==> src/rtl/seq_normalizer.sv <==
// Sequential normalizer: shifts a word one bit per cycle toward MSB (s=1) or LSB (s=0)
// until the target bit is set. Optional `SEQ_NORM_ABORT_EN adds an abort input honoured in SHIFT.
module seq_normalizer #(
  parameter int N = 3
) (
  input  logic             clk,
  input  logic             reset_n,
  input  logic             start,
  input  logic [2**N-1:0]  a,
  input  logic             s,
`ifdef SEQ_NORM_ABORT_EN
  input  logic             abort,
`endif
  output logic [2**N-1:0]  y,
  output logic [N-1:0]     amt,
  output logic             zero,
  output logic             busy,
  output logic             done
);

  localparam int W = 2**N;

  typedef enum logic [1:0] {IDLE, SHIFT, DONE} state_t;

  state_t         r_state;
  logic [W-1:0]   r_work;
  logic           r_dir;
  logic [N-1:0]   r_count;
  logic [W-1:0]   r_y;
  logic [N-1:0]   r_amt;
  logic           r_zero;
  logic           r_busy;
  logic           r_done;

  logic           w_hit;
  logic           w_allzero;
  logic           w_abort;
  logic [W-1:0]   w_next_work;

`ifdef SEQ_NORM_ABORT_EN
  assign w_abort = abort;
`else
  assign w_abort = 1'b0;
`endif

  // Target bit depends on direction; an all-zero word can never hit and is caught separately.
  assign w_hit       = r_dir ? r_work[W-1] : r_work[0];
  assign w_allzero   = (r_work == '0);
  assign w_next_work = r_dir ? {r_work[W-2:0], 1'b0} : {1'b0, r_work[W-1:1]};

  always_ff @(posedge clk or negedge reset_n) begin
    if (!reset_n) begin
      r_state <= IDLE;
      r_work  <= '0;
      r_dir   <= 1'b0;
      r_count <= '0;
      r_y     <= '0;
      r_amt   <= '0;
      r_zero  <= 1'b0;
      r_busy  <= 1'b0;
      r_done  <= 1'b0;
    end else begin
      r_done <= 1'b0;
      case (r_state)
        IDLE: begin
          if (start) begin
            r_work  <= a;
            r_dir   <= s;
            r_count <= '0;
            r_state <= SHIFT;
            r_busy  <= 1'b1;
          end
        end
        SHIFT: begin
          if (w_abort) begin
            r_state <= IDLE;
            r_busy  <= 1'b0;
          end else if (w_allzero) begin
            r_y     <= '0;
            r_amt   <= '0;
            r_zero  <= 1'b1;
            r_done  <= 1'b1;
            r_state <= DONE;
          end else if (w_hit) begin
            r_y     <= r_work;
            r_amt   <= r_count;
            r_zero  <= 1'b0;
            r_done  <= 1'b1;
            r_state <= DONE;
          end else begin
            // A nonzero word reaches its target within W-1 shifts, so count cannot wrap.
            r_work  <= w_next_work;
            r_count <= r_count + N'(1);
          end
        end
        DONE: begin
          r_state <= IDLE;
          r_busy  <= 1'b0;
        end
        default: begin
          r_state <= IDLE;
          r_busy  <= 1'b0;
        end
      endcase
    end
  end

  assign y    = r_y;
  assign amt  = r_amt;
  assign zero = r_zero;
  assign busy = r_busy;
  assign done = r_done;

endmodule

==> config.mk <==
export PLATFORM = sky130hd
export DESIGN_NAME = seq_normalizer
export DESIGN_NICKNAME = d
export VERILOG_FILES = /design/src/rtl/seq_normalizer.sv
export SDC_FILE = /design/constraint.sdc
export NUM_CORES = 1
export LEC_CHECK = 0
export ABC_CLOCK_PERIOD_IN_PS = 4400
export BUFFER_PORTS_ARGS = -buffer_cell sky130_fd_sc_hd__buf_2
export CORE_MARGIN = 4
export CORE_UTILIZATION = 45
export CTS_CLUSTER_SIZE = 25
export DETAILED_ROUTE_END_ITERATION = 12
export GPL_TIMING_DRIVEN = 1
export PLACE_DENSITY = 0.75
export SYNTH_ARGS = -nofsm -noshare
export SYNTH_HDL_FRONTEND = slang
export SYNTH_SLANG_ARGS = --single-unit
==> constraint.sdc <==
create_clock -name clk -period 4.4 [get_ports clk]
set_input_delay 0 -clock clk [delete_from_list [all_inputs] [get_ports clk]]
set_output_delay 0 -clock clk [all_outputs]
set_load 0.05 [all_outputs]
==> metrics.txt <==
status complete, no violations; largest net degree at the start of global routing 29; Skew-Pair Late Insertion Delay 0.31 ns; Pleak 0.775 nW; min-delay src a[7]; final setup fails 0; CP required 4.62 ns; Setup Crit Path Kind reg2reg; Post-Synth Simple-Gate Area 11.6%; Ports 26; diode count 0; Clock Path Buffers 2; crit end category register; Hold Slack 0.0115 ns; CTS tree built; Max Cap Violations 0; startpoint types register; post-synthesis cell count 113; core area 2760 sq um; Die W 61.5 um; Clock Sinks 28; Max FO, Critical Path 21; max frequency 410 MHz; CTS H-Tree Depth 1; Setup Buffers After CTS 0; DRC Markers 0; die area 3790 sq um; Comb power frac 52.8%; Inserted Clock Buffers 3; drt wl/cell 14.3 um; GRT Total Usage 15.0%; die height 61.5 um; Final nets 159; synthesized cell area 1290 sq um; Power Density 797 nW/um^2; Min-Delay Path Class in2reg; post-synthesis mux area share 17.4%; Worst-Margin Slew 0.770 ns; Root Driver clkbuf_4; sequential power share 39.1%; Final Cycle Share 55.5%; FP Rows 19; P&R area growth vs syn 18.2%; Max VDD drop 0.491 mV; FF+latch count, synth 28; Clock transition at path regs 0.13 ns; Ys Warns 0; Cell Int Power 0.636 mW; Finished Core Util 55.3%; Switch Pwr 0.579 mW; Post-DP HPWL 1730 um; wire length of the first global-routing pass 4220 um; post-synthesis compound-gate area fraction 12.1%; setup TNS 0 ns; vias in the first global route 933; global placement routability congestion 0.750; Avg Cell Area, Syn 11.4 sq um; Vias/cell 5.53; Critical Path Start r_state[1]; Iter 0 DRT Violations 46; slew margin rel. 48.7%; Slew Limit Fails 0; post_cts resized 0; Initial Util 46.8%; initial antenna violation count 0; XOR/XNOR share of the synthesized area 0%; Synth Area in Adders 0.970%; Tmin final 2.44 ns; Net Sw Frac 47.7%; Fin. Hold Viols 0; Yosys cell types 25; Routed Wire Length 2500 um; RSZ-0062 raised after global routing false; DR pass1 iterations 4; worst r2r src r_state[1]; Arrival @ worst endpoint 2.66 ns; post-route ant nets 0; Clk pwr share 8.1%; largest family of logic cells by synthesized area multiplexers; Congestion Overflow GR 0; syn_nets 126; share of layout cells above drive strength 1 28.5%; vias after detailed routing 967; register area share after synthesis 54.3%; Worst Skew 0.00655 ns; # port buffers 25
[per-layer routing]
layer | global-route usage [%] | vias to the layer above | part of all wire, %
li1 | - | 462 | -
met1 | 20.7 | 470 | 48
met2 | 24.2 | 30 | 46
met3 | 2.52 | 5 | 5.2
met4 | 4.55 | 0 | 1.2
met5 | 0 | - | 0
[critical path, stage by stage (launching register included)]
cell      delay [ns]
dfrtp_1         0.42
nand2b_1        0.63
nor2_1          0.24
nor2_2          0.64
mux2_2          0.41
[repair_timing]
item,in CTS,in global routing
hold buffers,8,0
endpoints found under the setup margin,0,0
hold endpoints to repair,35,0
[cells in the final DEF (no fill, tap or decap), types with 2 or more instances in the layout]
cell / n
a21oi_1: 8
a22o_1: 3
buf_2: 25
clkbuf_4: 3
dfrtp_1: 28
dlygate4sd3_1: 8
inv_1: 4
mux2_1: 2
mux2_2: 5
mux2_4: 5
mux2i_1: 7
nand2_1: 5
nand2b_1: 3
nand3_1: 2
nor2_1: 9
o21ai_0: 18
or4_1: 2
[power groups by stage]
| stage | Clock (mW) | Combinational (mW) | Sequential, mW |
|---|---|---|---|
| floorplan | 0 | 0.372 | 0.620 |
| global placement | 0 | 0.621 | 0.474 |
| detailed placement | 0 | 0.635 | 0.482 |
| CTS | 0.103 | 0.645 | 0.476 |
| global route | 0.113 | 0.701 | 0.496 |
| finish | 0.0984 | 0.642 | 0.475 |
[stage by stage]
stage	setup slack (ns)	cell area, sq um	power [mW]	std cells
5_1_grt	1.79	1530	1.31	175
3_5_place_dp	1.98	1420	1.12	164
2_1_floorplan	2.44	1290	0.991	113
4_1_cts	1.97	1530	1.22	175
6_report	1.96	1530	1.22	175
3_3_place_gp	2.13	1420	1.09	164
[sequential cells by signal, indices dropped and copies added (netlist names)]
name and count:
r_work 8, amt 3, busy 1, zero 1, r_count 3, r_state 2
y 8, r_dir 1, done 1
[kinds of logic after synthesis]
family / after synthesis
flops: 28
fa+ha+maj: 1
compound gates: 29
buf+inv: 9
mux: 19
simple gates: 27
[layout make-up]
cell class | instances | area, sq um
multi-input cells | 76 | 543
clock buffers | 3 | 22.5
well taps | 31 | 38.8
flip-flops and latches | 28 | 701
inverters | 4 | 15.0
fillers | 250 | 1230
repair buffers | 33 | 205
[path summary, 6_finish.rpt]
path,endpoint,slack [ns],depth (start not counted)
min in group asynchronous,amt[0],0.20,2
max in group asynchronous,y[4],3.81,2
worst max-delay path,y[6],1.96,4
worst min-delay path,r_work[7],0.01,4
worst min register to register,busy,0.51,1
worst max register to register,y[6],1.96,4
[Yosys cell counts, drive strengths merged]
| master | n | share of area (%) |
|---|---|---|
| inv | 4 | 1.2 |
| clkbuf | 2 | 0.58 |
| a22o | 3 | 2.0 |
| dfrtp | 28 | 54 |
| mux2 | 12 | 12 |
| nor3b | 1 | 0.58 |
| nor2b | 1 | 0.49 |
| nor2 | 10 | 3.1 |
| buf | 3 | 1.8 |
| o21ai | 18 | 7.0 |
| or4 | 3 | 2.0 |
| ha | 1 | 0.97 |
| nand3 | 2 | 0.78 |
| a21oi | 8 | 3.1 |
| or2 | 1 | 0.49 |
| mux2i | 7 | 5.4 |
| nand2b | 3 | 1.5 |
| nor3 | 1 | 1.3 |
| nand2 | 5 | 1.5 |
No activity file was read; power rests on OpenSTA's default activity.
